==> src/rtl/board_mem_arbiter_pkg.sv <==
`default_nettype none
// ============================================================================
//  Module   : board_mem_arbiter_pkg
//  Purpose  : Shared types and board geometry for the board RAM arbiter.
//             Holds the cell encoding, the arbiter operation enum and the
//             VGA frame constants used by the position tracker.
//  Revision : 1.0  initial release
// ============================================================================
package board_mem_arbiter_pkg;

    localparam int BOARD_CELL_PX = 40;    // pixels per square cell side
    localparam int BOARD_COLS    = 20;    // cells per row
    localparam int BOARD_ROWS    = 15;    // cell rows
    localparam int BOARD_CELL_W  = 2;     // bits per cell
    localparam int BOARD_AW      = 9;     // RAM address width

    // Last counter values of the 800x600 frame (1040 x 666 totals).
    localparam int H_LAST = 1039;
    localparam int V_LAST = 665;

    typedef enum logic [1:0] {
        EMPTY = 2'd0,
        BODY  = 2'd1,
        HEAD  = 2'd2,
        FOOD  = 2'd3
    } cell_t;

    typedef enum logic [1:0] {
        ST_IDLE  = 2'd0,
        ST_READ  = 2'd1,
        ST_WRITE = 2'd2,
        ST_CLEAR = 2'd3
    } arb_state_t;

endpackage
`default_nettype wire

==> src/rtl/board_mem_arbiter_pos.sv <==
`default_nettype none
// ============================================================================
//  Module   : board_mem_arbiter_pos
//  Purpose  : Tracks which board cell lies under the current pixel without a
//             divider or multiplier. Counts pixels inside a cell and lines
//             inside a cell row; the cell address is row_base + col, where
//             row_base carries row*COLS incrementally.
//  Ports    : clk, rst (async, active-low), pxl_en (pixel beat strobe),
//             ppc / plc (pixel / line counters), cell_addr (cell under the
//             pixel presented on this beat).
//  Revision : 1.0  initial release
// ============================================================================
module board_mem_arbiter_pos
    import board_mem_arbiter_pkg::*;
#(
    parameter int CELL_PX = BOARD_CELL_PX,
    parameter int COLS    = BOARD_COLS,
    parameter int AW      = BOARD_AW
) (
    input  logic          clk,
    input  logic          rst,
    input  logic          pxl_en,
    input  logic [10:0]   ppc,
    input  logic [9:0]    plc,
    output logic [AW-1:0] cell_addr
);

    localparam int CNT_W = $clog2(CELL_PX);
    // col keeps counting through horizontal blanking, so size it for the
    // whole line rather than for the visible columns.
    localparam int COL_W = $clog2(H_LAST / CELL_PX + 1);

    logic [CNT_W-1:0] pix_cnt;
    logic [CNT_W-1:0] line_cnt;
    logic [COL_W-1:0] col;
    logic [AW-1:0]    row_base;
    logic             end_line;
    logic             end_frame;

    assign end_line  = (ppc == 11'(H_LAST));
    assign end_frame = (plc == 10'(V_LAST));

    always_ff @(posedge clk or negedge rst) begin
        if (!rst) begin
            pix_cnt  <= '0;
            line_cnt <= '0;
            col      <= '0;
            row_base <= '0;
        end else if (pxl_en) begin
            if (end_line) begin
                pix_cnt <= '0;
                col     <= '0;
                if (end_frame) begin
                    line_cnt <= '0;
                    row_base <= '0;
                end else if (line_cnt == CNT_W'(CELL_PX - 1)) begin
                    line_cnt <= '0;
                    row_base <= row_base + AW'(COLS);
                end else begin
                    line_cnt <= line_cnt + 1'b1;
                end
            end else if (pix_cnt == CNT_W'(CELL_PX - 1)) begin
                pix_cnt <= '0;
                col     <= col + 1'b1;
            end else begin
                pix_cnt <= pix_cnt + 1'b1;
            end
        end
    end

    assign cell_addr = row_base + AW'(col);

endmodule
`default_nettype wire

==> src/rtl/board_mem_arbiter.sv <==
`default_nettype none
// ============================================================================
//  Module   : board_mem_arbiter
//  Purpose  : Owns the single port of the board cell RAM. During active
//             display it reads the cell under the beam every pixel beat;
//             during blanking it runs the board-clear sweep or commits game
//             logic writes (clear first).
//  Ports    : clk, rst (async, active-low)
//             pxl_en, ppc, plc            - VGA timing
//             cell_out                    - cell type for the colour mux
//             wr_req/wr_addr/wr_data/wr_gnt - game-logic write handshake
//             clr_req/clr_busy            - full-board clear
//             mem_en/mem_we/mem_addr/mem_wdata/mem_rdata - board_ram port
//  Revision : 1.0  initial release
// ============================================================================
module board_mem_arbiter
    import board_mem_arbiter_pkg::*;
#(
    parameter int CELL_PX = BOARD_CELL_PX,
    parameter int COLS    = BOARD_COLS,
    parameter int ROWS    = BOARD_ROWS,
    parameter int CELL_W  = BOARD_CELL_W,
    parameter int AW      = BOARD_AW
) (
    input  logic              clk,
    input  logic              rst,
    input  logic              pxl_en,
    input  logic [10:0]       ppc,
    input  logic [9:0]        plc,
    output logic [CELL_W-1:0] cell_out,
    input  logic              wr_req,
    input  logic [AW-1:0]     wr_addr,
    input  logic [CELL_W-1:0] wr_data,
    output logic              wr_gnt,
    input  logic              clr_req,
    output logic              clr_busy,
    output logic              mem_en,
    output logic              mem_we,
    output logic [AW-1:0]     mem_addr,
    output logic [CELL_W-1:0] mem_wdata,
    input  logic [CELL_W-1:0] mem_rdata
);

    localparam int            CELLS     = COLS * ROWS;
    localparam logic [AW-1:0] LAST_CELL = AW'(CELLS - 1);
    localparam logic [10:0]   H_ACTIVE  = 11'(COLS * CELL_PX);
    localparam logic [9:0]    V_ACTIVE  = 10'(ROWS * CELL_PX);

    arb_state_t    state;       // operation performed in the previous cycle
    arb_state_t    cur_op;      // operation chosen for this cycle
    logic          active;
    logic          wr_in_range;
    logic          clr_pend;
    logic [AW-1:0] clr_ptr;
    logic          blank_q;
    logic [AW-1:0] rd_addr;

    board_mem_arbiter_pos #(
        .CELL_PX (CELL_PX),
        .COLS    (COLS),
        .AW      (AW)
    ) u_pos (
        .clk       (clk),
        .rst       (rst),
        .pxl_en    (pxl_en),
        .ppc       (ppc),
        .plc       (plc),
        .cell_addr (rd_addr)
    );

    assign active      = (ppc < H_ACTIVE) && (plc < V_ACTIVE);
    assign wr_in_range = (wr_addr < AW'(CELLS));
    assign clr_busy    = clr_pend;

    // Operation select and RAM port drive. The whole active area belongs to
    // the pixel path (even between strobes) so writes can never tear. A clr_req
    // arriving this cycle already blocks writes, giving the clear priority
    // before clr_pend is visible. Outputs are forced low while rst is held.
    always_comb begin
        cur_op    = ST_IDLE;
        mem_en    = 1'b0;
        mem_we    = 1'b0;
        mem_addr  = '0;
        mem_wdata = '0;
        wr_gnt    = 1'b0;

        if (active) begin
            if (pxl_en) begin
                cur_op = ST_READ;
            end
        end else if (clr_pend) begin
            cur_op = ST_CLEAR;
        end else if (wr_req && !clr_req) begin
            cur_op = ST_WRITE;
        end

        if (rst) begin
            case (cur_op)
                ST_READ: begin
                    mem_en   = 1'b1;
                    mem_addr = rd_addr;
                end
                ST_CLEAR: begin
                    mem_en    = 1'b1;
                    mem_we    = 1'b1;
                    mem_addr  = clr_ptr;
                    mem_wdata = CELL_W'(EMPTY);
                end
                ST_WRITE: begin
                    // Out-of-range addresses are acknowledged but dropped so
                    // the requester never stalls on a bad index.
                    wr_gnt = 1'b1;
                    if (wr_in_range) begin
                        mem_en    = 1'b1;
                        mem_we    = 1'b1;
                        mem_addr  = wr_addr;
                        mem_wdata = wr_data;
                    end
                end
                default: ;
            endcase
        end
    end

    always_ff @(posedge clk or negedge rst) begin
        if (!rst) begin
            state    <= ST_IDLE;
            clr_pend <= 1'b0;
            clr_ptr  <= '0;
            blank_q  <= 1'b0;
            cell_out <= '0;
        end else begin
            state   <= cur_op;
            blank_q <= pxl_en && !active;

            // Read data arrives the cycle after a READ; a blank beat takes the
            // same path so the colour mux sees a uniform pipeline delay.
            if (state == ST_READ) begin
                cell_out <= mem_rdata;
            end else if (blank_q) begin
                cell_out <= CELL_W'(EMPTY);
            end

            if (clr_req) begin
                clr_pend <= 1'b1;
                clr_ptr  <= '0;
            end else if (cur_op == ST_CLEAR) begin
                if (clr_ptr == LAST_CELL) begin
                    clr_pend <= 1'b0;
                    clr_ptr  <= '0;
                end else begin
                    clr_ptr <= clr_ptr + 1'b1;
                end
            end
        end
    end

endmodule
`default_nettype wire

==> config.mk <==
export PLATFORM = sky130hd
export DESIGN_NAME = board_mem_arbiter
export DESIGN_NICKNAME = d
export VERILOG_FILES = /design/src/rtl/board_mem_arbiter_pkg.sv /design/src/rtl/board_mem_arbiter_pos.sv /design/src/rtl/board_mem_arbiter.sv
export SDC_FILE = /design/constraint.sdc
export NUM_CORES = 1
export LEC_CHECK = 0
export ABC_AREA = 1
export CAP_MARGIN = 20
export CORE_MARGIN = 5
export CORE_UTILIZATION = 69
export CTS_CLUSTER_SIZE = 12
export DETAILED_ROUTE_END_ITERATION = 8
export DONT_BUFFER_PORTS = 1
export GPL_TIMING_DRIVEN = 0
export PLACE_DENSITY = 0.85
export SYNTH_ARGS = -nofsm -noshare
export SYNTH_HDL_FRONTEND = slang
export SYNTH_SLANG_ARGS = --single-unit
export TNS_END_PERCENT = 5
==> constraint.sdc <==
create_clock -name clk -period 4.4 [get_ports clk]
set_input_delay 0.88 -clock clk [delete_from_list [all_inputs] [get_ports clk]]
set_output_delay 0.88 -clock clk [all_outputs]
set_load 0.02 [all_outputs]
==> impl_summary.log <==
INFO  metric run_status = complete, no violations
INFO  metric fmax = 305 MHz
INFO  metric synth_mux_area_share = 0%
INFO  metric syn-instance-count = roughly 450
INFO  metric io_pins = 56
INFO  metric floorplan.initialDensity = 72.3%
INFO  metric route.detailed.wl_per_inst = 12.8 µm
INFO  metric crit_path_max_fanout = 9
INFO  metric synth_seq_area_share = 33.0%
INFO  metric switching_share = 33.2%
INFO  metric synthesis.area_per_instance = between 6 and 7 µm²
INFO  metric totalNegativeSetupSlack = 0 ns
INFO  metric totalWireLength = roughly 6400 µm
INFO  metric endpoint_kind = output port
INFO  metric synth_cell_types = 35
INFO  metric critPathMostFrequentCell = sky130_fd_sc_hd__nor2_1
INFO  metric postCtsResizedCells = 0
INFO  metric cts-root-to-sink-buffers = 2
INFO  metric netSwitchingPower = around 0.29 mW
INFO  metric power.clock.fraction = 28.3%
INFO  metric pre_antenna_drt_iters = 5
INFO  metric fraction_of_registers_with_async_set_or_reset_after_synthesis = between 90% and 100%
INFO  metric overflow = 0
INFO  metric ys_dominant_reg_cell = sky130_fd_sc_hd__dfrtp_1
INFO  metric worst_slew_pin_slew = 0.622 ns
INFO  metric layout_common_cells = sky130_fd_sc_hd__nand2_1, sky130_fd_sc_hd__inv_1, sky130_fd_sc_hd__nor2_1, sky130_fd_sc_hd__nand3_1, sky130_fd_sc_hd__dfrtp_1
INFO  metric power.density = 281 nW/µm²
INFO  metric detailed_place_hpwl = approximately 5000 µm
INFO  metric ys_warn_count = 0
INFO  metric clock_tree.root_cell = sky130_fd_sc_hd__clkbuf_8
INFO  metric max_slew_margin = between 50 and 60%
INFO  metric post-route-drc-count = 0
INFO  metric worst_clock_skew = 0.00554 ns
INFO  metric tritoncts_sink_count = 39
INFO  metric die_area = 5690 µm²
INFO  metric cp.buffers_inverters = 1
INFO  metric critical-path-max-stage-delay = between 0.4 and 0.5 ns
INFO  metric routed_vias_inst = 5.47
INFO  metric synth_compound_area_share = 6.65%
INFO  metric vias_in_the_first_global_route = 2511
INFO  metric h-tree-depth = 2
INFO  metric worstHoldPathType = input pin to async pin
INFO  metric drive_above_1_share = under 10%
INFO  metric yosys.area_share.xor_xnor = 4.74%
INFO  metric mappedNetlistArea = 2950 µm²
INFO  metric placedInstanceArea = 3020 µm²
INFO  metric worst_ep_required_time = 3.52 ns
INFO  metric synth_top_family_by_area = simple AND/OR/NAND/NOR gates
INFO  metric synth_simple_gate_area_share = 42.0%
INFO  metric cp_top_family = simple AND/OR/NAND/NOR gates
INFO  metric clkLatencyLatePin = 0.30 ns
INFO  metric num_vias = ~2800
INFO  metric synthToLayoutAreaGrowth = 5.13%
INFO  metric chipWidth = 75.4 µm
INFO  metric synth.ff_latch_count = 39
INFO  metric fp.coreArea = 4090 µm²
INFO  metric cts_hold_buf = 0
INFO  metric timing.final.max_slew_violations = 0
INFO  metric synth_edf_count = 0
INFO  metric crit_arrival = 2.39 ns
INFO  metric cts.repair_timing.setup_buffer_count = 0
INFO  metric final_min_period_over_clock_period = 74.4%
INFO  metric cts.clk_slew.worst_paths = 0.08 ns
INFO  metric worst_setup_path_start_kind = input pin
INFO  metric layout.cells.most_common = sky130_fd_sc_hd__nand2_1
INFO  metric cap_violations = 0
INFO  metric unrepaired_setup_endpoints_after_global_routing = no
INFO  metric grt_first_pass_wirelength = 10700 µm
INFO  metric drtAntennaViolNets = 0
INFO  metric number_of_buffers_added_by_the_clock_tree_synthesis_step = 5
INFO  metric slowest_stage = sky130_fd_sc_hd__nor2_1
INFO  metric p_total = 0.873 mW
INFO  metric p_leak = 1.67 nW
INFO  metric port-buffer-count = 0
INFO  metric final_nets = approximately 500
INFO  metric post_synth_fa_ha_maj_area_fraction = 3.81%
INFO  metric critical_path_class = input pin to output port
INFO  metric first_iter_violations = 178
INFO  metric cts_tree = done
INFO  metric sequentialPowerShare = 51.8%
INFO  metric combPwrFrac = about 20%
INFO  metric internal_power = 0.583 mW
INFO  metric design_area = approximately 3100 µm²
INFO  metric diodes = 0
INFO  metric antenna_found_initial = 0
INFO  metric minimum_period_implied_by_the_final_worst_setup_slack = 3.27 ns
INFO  metric worstPathCellList = inv_1 > nor2_1 > nand3_2 > nor2_1 > nand2_1 > nor2_1
INFO  metric rows = 23
INFO  metric grt_max_degree = 46
INFO  metric globalplace.congestion = 0.878
INFO  metric report.final.setup_viol = 0
INFO  metric max-vdd-ir-drop = 238 µV
INFO  metric chipHeight = roughly 75 µm
INFO  metric gr-usage-all-layers = 24.4%
INFO  metric final_report_hold_violation_count = 0
INFO  metric postSynthNetCount = 494
## layout make-up
type	count	area, µm²
plain buffers	6	37.5
clock buffers	5	68.8
fillers	317	981
well taps	50	62.6
multi-input cells	335	1690
flip-flops and latches	39	976
clock inverters	3	20.0
inverters	66	248
## final timing paths
kind	slack, ns	end	from	cells past startpoint
setup / recovery	1.13	mem_wdata[1]	wr_req	6
hold / removal	0.26	u_pos.col[3]	rst	0
setup reg to reg	2.73	u_pos.row_base[7]	u_pos.line_cnt[0]	9
hold reg to reg	0.52	u_pos.line_cnt[1]	u_pos.line_cnt[1]	2
max in group asynchronous	4.05	u_pos.pix_cnt[3]	rst	0
min in group clk	0.52	u_pos.line_cnt[1]	u_pos.line_cnt[1]	2
## power groups by stage
| stage | clock (mW) | combinational (mW) | sequential [mW] |
|---|---|---|---|
| final | 0.247 | 0.174 | 0.452 |
| after global routing | 0.263 | 0.201 | 0.456 |
| after CTS | 0.248 | 0.174 | 0.451 |
| after detailed placement | 0 | 0.173 | 0.458 |
| after global placement | 0 | 0.165 | 0.456 |
| after floorplan | 0 | 0.145 | 0.447 |
## kinds of logic after synthesis
family	after synthesis
and+or+nand+nor	276
buffers and inverters	72
DFF	39
AOI/OAI and AO/OA	33
xor gates and xnor gates	16
adders and majority gates	9
other	1
## metal layers
metal	track usage [%]	wire, µm
met3	4.88	357
met5	0	0
met2	43.4	3290
met1	30.0	2710
met4	6.60	69
## state kept, by name, indices dropped and copies added, names as in the netlist
signal and cells:
u_pos.line_cnt 6, blank_q 1, u_pos.col 5, clr_ptr 9
cell_out 2, u_pos.row_base 7, clr_busy 1, state 2
u_pos.pix_cnt 6
## synth_stat cells (2+ instances only)
master | n | area (µm²)
sky130_fd_sc_hd__nand3b_1 | 3 | 22.5
sky130_fd_sc_hd__nand2_4 | 3 | 33.8
sky130_fd_sc_hd__xnor2_1 | 5 | 43.8
sky130_fd_sc_hd__buf_2 | 3 | 15.0
sky130_fd_sc_hd__or2_2 | 3 | 18.8
sky130_fd_sc_hd__xor2_1 | 11 | 96.3
sky130_fd_sc_hd__ha_1 | 9 | 113
sky130_fd_sc_hd__nand2_1 | 135 | 507
sky130_fd_sc_hd__a31oi_1 | 2 | 12.5
sky130_fd_sc_hd__inv_2 | 7 | 26.3
sky130_fd_sc_hd__o21ai_1 | 14 | 70.1
sky130_fd_sc_hd__dfrtp_1 | 39 | 976
sky130_fd_sc_hd__nor2_1 | 55 | 206
sky130_fd_sc_hd__nand2_2 | 3 | 18.8
sky130_fd_sc_hd__nor2_2 | 4 | 25.0
sky130_fd_sc_hd__nor3_1 | 8 | 40.0
sky130_fd_sc_hd__a21oi_1 | 6 | 30.0
sky130_fd_sc_hd__o21ai_0 | 7 | 35.0
sky130_fd_sc_hd__inv_1 | 59 | 221
sky130_fd_sc_hd__a21oi_4 | 2 | 32.5
sky130_fd_sc_hd__nand3_1 | 39 | 195
sky130_fd_sc_hd__nand4_1 | 16 | 100
## metrics by stage
| step | util [%] | setup WS [ns] | hold slack (ns) | instances |
|---|---|---|---|---|
| floorplan | - | 1.37 | 0.475 | 446 |
| global placement | 73.8 | 1.17 | 0.496 | 496 |
| detailed placement | 73.8 | 1.16 | 0.497 | 496 |
| CTS | 76.0 | 1.15 | 0.260 | 504 |
| global route | 76.0 | 0.999 | 0.245 | 504 |
| finish | 76.0 | 1.13 | 0.265 | 504 |
Note: power is estimated with default switching activity, not from simulation.
==> patch 1: new RTL, same settings <==
Re-encode `arb_state_t` (4 states) as one-hot, 4 bits wide.
--- a/src/rtl/board_mem_arbiter_pkg.sv
+++ b/src/rtl/board_mem_arbiter_pkg.sv
@@ -27,7 +27,7 @@
 
-    typedef enum logic [1:0] {
-        ST_IDLE  = 2'd0,
-        ST_READ  = 2'd1,
-        ST_WRITE = 2'd2,
-        ST_CLEAR = 2'd3
+    typedef enum logic [3:0] {
+        ST_IDLE  = 4'b0001,
+        ST_READ  = 4'b0010,
+        ST_WRITE = 4'b0100,
+        ST_CLEAR = 4'b1000
     } arb_state_t;
Check against the original RTL: no difference found for any inputs over 10 cycles, from zero or initial values and one cycle with rst low; not proved beyond that.
==> patch 1 against the original RTL <==
Wire length is 7.9% higher. Non-clock buffer count rose by 3. First-iteration DRC count shrank 17%. Clock power decreased by 2%. Cell area rose by 5.3%. Total power grew 6.1%. Global-route usage is 0.15 points higher. Sequential cell count grew 2. Synthesized area rose by 5.5%. Setup slack better by 0.30 ns. Register-to-register slack better by 0.15 ns. Critical path type is now flip-flop to output port. Largest cell class unchanged.
==> patch 1: results (changes against the original RTL) <==
| Metric | Value |
|---|---|
| Max incr delay on CP | 0.44 ns (was 0.47 ns) |
| Peak supply drop | 0.0001586 V (was 0.0002382 V) |
| Invs w/o clock | 73 (was 66) |
| Clock skew | 0.005921 ns (was 0.005538 ns) |
| Largest net degree at the start of global routing | 43 (was 46) |
| ClkCell Share | 2.641% (was 2.861%) |
| Post-Place Setup Slack | 1.459 ns (was 1.156 ns) |
| # clock sinks | 41 (was 39) |
| Arrival @ worst endpoint | 2.10 ns (was 2.39 ns) |
| Status | completed (unchanged) |
| Top post-synthesis cells by count | nand2_1, inv_1, nand3_1, nor2_1, dfrtp_1 (was nand2_1, inv_1, nor2_1, dfrtp_1, nand3_1) |
| Non-Filler Instances | 525 (was 504) |
| Filler instances | 371 (was 317) |
| WL final | 6.937 mm (was 6.427 mm) |
| Tapcells | 52 (was 50) |
| Multi-input combinational area share | 53.73% (was 54.51%) |
| Signal buf overhead | 1.684% (was 1.209%) |
| Layout area overhead | 4.856% (was 5.125%) |
| Top cells by area, synth | dfrtp_1, nand2_1, nand3_1 (was dfrtp_1, nand2_1, inv_1) |
| Slew @ Worst Pin | 0.5526 ns (was 0.6217 ns) |
| Resized cells post-CTS | 0 (unchanged) |
| Leak pwr | 0.001769 uW (was 0.001667 uW) |
| Max Buffers Root-to-Sink | 2 (unchanged) |
| Multi-input gates | 342 (was 335) |
| Post-Place Cells | 517 (was 496) |
| Synthesized area per cell | 6.705 um^2 (was 6.624 um^2) |
| Seq area share | 31.42% (was 31.43%) |
| Largest regs | clr_ptr: 9 flops, u_pos.row_base: 7 flops (unchanged) |
| Via/cell ratio | 5.623 (was 5.470) |
| CP max FO | 5 (was 9) |
| Non-CTS buffers | 9 (was 6) |
| CP max-delay cell | dfrtp_1 (was nor2_1) |
| First-pass GRT wire length | 12.26 mm (was 10.72 mm) |
| Post-synthesis net count | 513 (was 494) |
| DP HPWL | 5.382 mm (was 4.916 mm) |
| 1st-iter DRT viols | 147 (was 178) |
| Total GRT Usage | 24.54% (was 24.39%) |
| Layout cells sized above 1 | 8.245% (was 8.811%) |
| Cell Area, Placed | 3183 um^2 (was 3017 um^2) |
| Number of global-route vias before repair | 2922 (was 2511) |
| Sequential share of the synthesized area | 32.95% (was 33.04%) |
| Final Wtd Congestion | 0.9065 (was 0.8783) |
patch 1: changes by cell type after synthesis, sizes merged, moves of 3 or more:
cell	unedited run	this run
nor3	9	12
nor2	60	49
nand2	141	134
clkbuf	1	4
nand3	40	66
inv	66	73
nand3b	3	7
patch 1: metal layers:
layer / share of wire (%) / wire length [um] / global-route usage (%) / vias to the layer above
met1: 43 / 2981 / 30.41 / 1367
met4: 1.8 / 126 / 8.763 / 0
li1: - / - / - / 1501
met2: 50 / 3496 / 42.34 / 71
met3: 4.8 / 333 / 4.450 / 13
met5: 0 / 0 / 0 / -
patch 1: logic make-up after synthesis:
logic type	count (synthesis)	share of synthesized area (%)
AOI/OAI and AO/OA	31	5.498
xor gates and xnor gates	15	4.214
adders and majority gates	9	3.612
buffers and inverters	82	10.71
DFF	41	32.95
other	1	0.1203
and+or+nand+nor	286	42.90
patch 1: power by group:
part	total, uW	switching (uW)	internal, uW
Sequential	477	52.2	425
Clock	242	133	109
Combinational	206	125	81.2
patch 1: path summary, 6_finish.rpt:
check	from	to	slack (ns)	depth (start not counted)
hold reg to reg	u_pos.line_cnt[1]$_DFFE_PN0P_	u_pos.line_cnt[1]$_DFFE_PN0P_	0.52	2
min in group clk	u_pos.line_cnt[1]$_DFFE_PN0P_	u_pos.line_cnt[1]$_DFFE_PN0P_	0.52	2
setup reg to reg	u_pos.line_cnt[0]$_DFFE_PN0P_	u_pos.row_base[3]$_DFFE_PN0P_	2.88	8
setup / recovery	u_pos.row_base[3]$_DFFE_PN0P_	mem_addr[8]	1.42	12
max in group asynchronous	rst	state[0]$_DFF_PN1_	3.95	0
hold / removal	rst	u_pos.line_cnt[4]$_DFFE_PN0P_	0.27	0
==> patch 2: new RTL, same flow settings <==
Made on the original files. Set the package constant `BOARD_CELL_PX` to 80 (it was 40).
--- a/src/rtl/board_mem_arbiter_pkg.sv
+++ b/src/rtl/board_mem_arbiter_pkg.sv
@@ -10,3 +10,3 @@
 
-    localparam int BOARD_CELL_PX = 40;    // pixels per square cell side
+    localparam int BOARD_CELL_PX = 80;    // pixels per square cell side
     localparam int BOARD_COLS    = 20;    // cells per row
Function: changed (Yosys sat finds a counterexample within 4 cycles, from zero or initial values and one cycle with rst low).
==> patch 2 against the original RTL <==
Cell area decreased by 3.0%. Wire length is 6.4% lower. Final cell count fell by 8.3%. Critical endpoint unchanged. Clock power decreased by 5%. Sequential cell count rose by 1. Total power fell by 2.6%. Synthesized area fell by 2.9%. Setup slack gained 0.17 ns. Global-route usage is 1.2 points lower.
==> patch 2: results (changes against the original RTL) <==
| Metric | Value |
|---|---|
| Register-to-register setup slack | 2.79 ns (was 2.73 ns) |
| CP top delay family | simple AND/OR/NAND/NOR gates (unchanged) |
| Slew @ Worst Pin | 0.4296 ns (was 0.6217 ns) |
| Layout cells sized above 1 | 11.89% (was 8.811%) |
| Largest net degree at the start of global routing | 42 (was 46) |
| Total GRT Usage | 23.22% (was 24.39%) |
| Cell Area, Placed | 2932 um^2 (was 3017 um^2) |
| Worst skew pair latency | roughly 0.29 ns |
| CP max FO | 9 (unchanged) |
| Number of global-route vias before repair | 2449 (was 2511) |
| Largest register FFs | 9 (unchanged) |
| Max Buffers Root-to-Sink | 2 (unchanged) |
| Arrival @ worst endpoint | 2.23 ns (was 2.39 ns) |
| Min-Delay Path Class | input port to asynchronous set/reset pin (unchanged) |
| Filler instances | 301 (was 317) |
| Post-Place Setup Slack | 1.304 ns (was 1.156 ns) |
| Synth cell types | 39 (was 35) |
| Peak supply drop | 0.0002567 V (was 0.0002382 V) |
| Sequential share of the synthesized area | 34.89% (was 33.04%) |
| Reg2reg start | clr_ptr[0]$_DFFE_PN0P_ (was u_pos.line_cnt[0]$_DFFE_PN0P_) |
| Clock skew | 0.007521 ns (was 0.005538 ns) |
| Biggest register | clr_ptr (unchanged) |
| Max incr delay on CP | 0.32 ns (was 0.47 ns) |
| Resized cells post-CTS | 0 (unchanged) |
| Max-Cap Viols | 0 (unchanged) |
| First-pass GRT wire length | 10.21 mm (was 10.72 mm) |
| Yosys warnings | 0 (unchanged) |
| Top cells by area, synth | dfrtp_1, nand2_1, nand3_1 (was dfrtp_1, nand2_1, inv_1) |
| Via count | 2560 (was 2757) |
| Final Critical Period | 3.105 ns (was 3.275 ns) |
| First-pass DRT Iterations | 4 (was 5) |
| 1st-iter DRT viols | 168 (was 178) |
| Worst flop-to-flop path endpoint | clr_ptr[3]$_DFFE_PN0P_ (was u_pos.row_base[7]$_DFFE_PN0P_) |
| Final Wtd Congestion | 0.9170 (was 0.8783) |
| FF-to-FF path depth | 6 (was 9) |
| DP HPWL | 4.616 mm (was 4.916 mm) |
| WL/cell | 13.02 um (was 12.75 um) |
| Post-synthesis net count | 451 (was 494) |
| Clock tree root driver cell | clkbuf_8 (unchanged) |
| Synthesized area per cell | 7.084 um^2 (was 6.624 um^2) |
| Top FF cell, synth | dfrtp_1 (unchanged) |
| Top post-synthesis cells by count | nand2_1, inv_1, nor2_1, nand3_1, dfrtp_1 (was nand2_1, inv_1, nor2_1, dfrtp_1, nand3_1) |
| Post-Place Cells | 455 (was 496) |
| Antenna Diode Count | 0 (unchanged) |
| Leak pwr | 0.001662 uW (was 0.001667 uW) |
| Crit path from | plc[5] (was wr_req) |
| Status | completed (unchanged) |
| WL final | 6.014 mm (was 6.427 mm) |
## patch 2: changes by cell type after synthesis, sizes merged, moves of 2 or more
cell    unedited run  this run
nand2            141       106
nand3             40        55
inv               66        58
nand4             17        11
nor3               9         3
or2                3         7
xnor2              5         2
a31oi              2         0
clkinv             0         2
ha                 9         7
nor3b              1         3
## patch 2: layout make-up
| class | instances | area, um^2 | share of cell area (%) |
|---|---|---|---|
| tap | 50 | 62.56 | 2.076 |
| clock buffer | 5 | 68.82 | 2.284 |
| clock inverter | 2 | 12.51 | 0.4153 |
| buffer | 5 | 38.79 | 1.287 |
| multi-input combinational | 300 | 1603 | 53.20 |
| inverter | 60 | 226.5 | 7.517 |
| sequential | 40 | 1001 | 33.22 |
## patch 2: where the power goes
group / internal [uW] / switching [uW] / total, uW
clock: 107 / 128 / 235
sequential: 410 / 45.9 / 456
combinational: 66.6 / 92.0 / 159
## patch 2: logic make-up after synthesis
| group | synth area share [%] |
|---|---|
| simple gates | 42.56 |
| buf+inv | 9.245 |
| flops | 34.89 |
| compound gates | 5.975 |
| xor+xnor | 4.274 |
| fa+ha+maj | 3.053 |
## patch 2: routing by layer
metal	up-vias	track usage, %	wire, um	part of all wire [%]
li1	1301	-	-	-
met1	1199	28.11	2552	42
met2	49	40.59	3137	52
met3	11	3.919	227	3.8
met4	0	9.881	97	1.6
met5	-	0	0	0
## patch 2: through the flow
stage          hold WS (ns)  power [uW]
2_1_floorplan        0.4743       587.1
3_3_place_gp         0.4924       611.7
3_5_place_dp         0.5034       617.7
4_1_cts              0.2738       850.5
5_1_grt              0.2603       895.3
6_report             0.2753       849.8
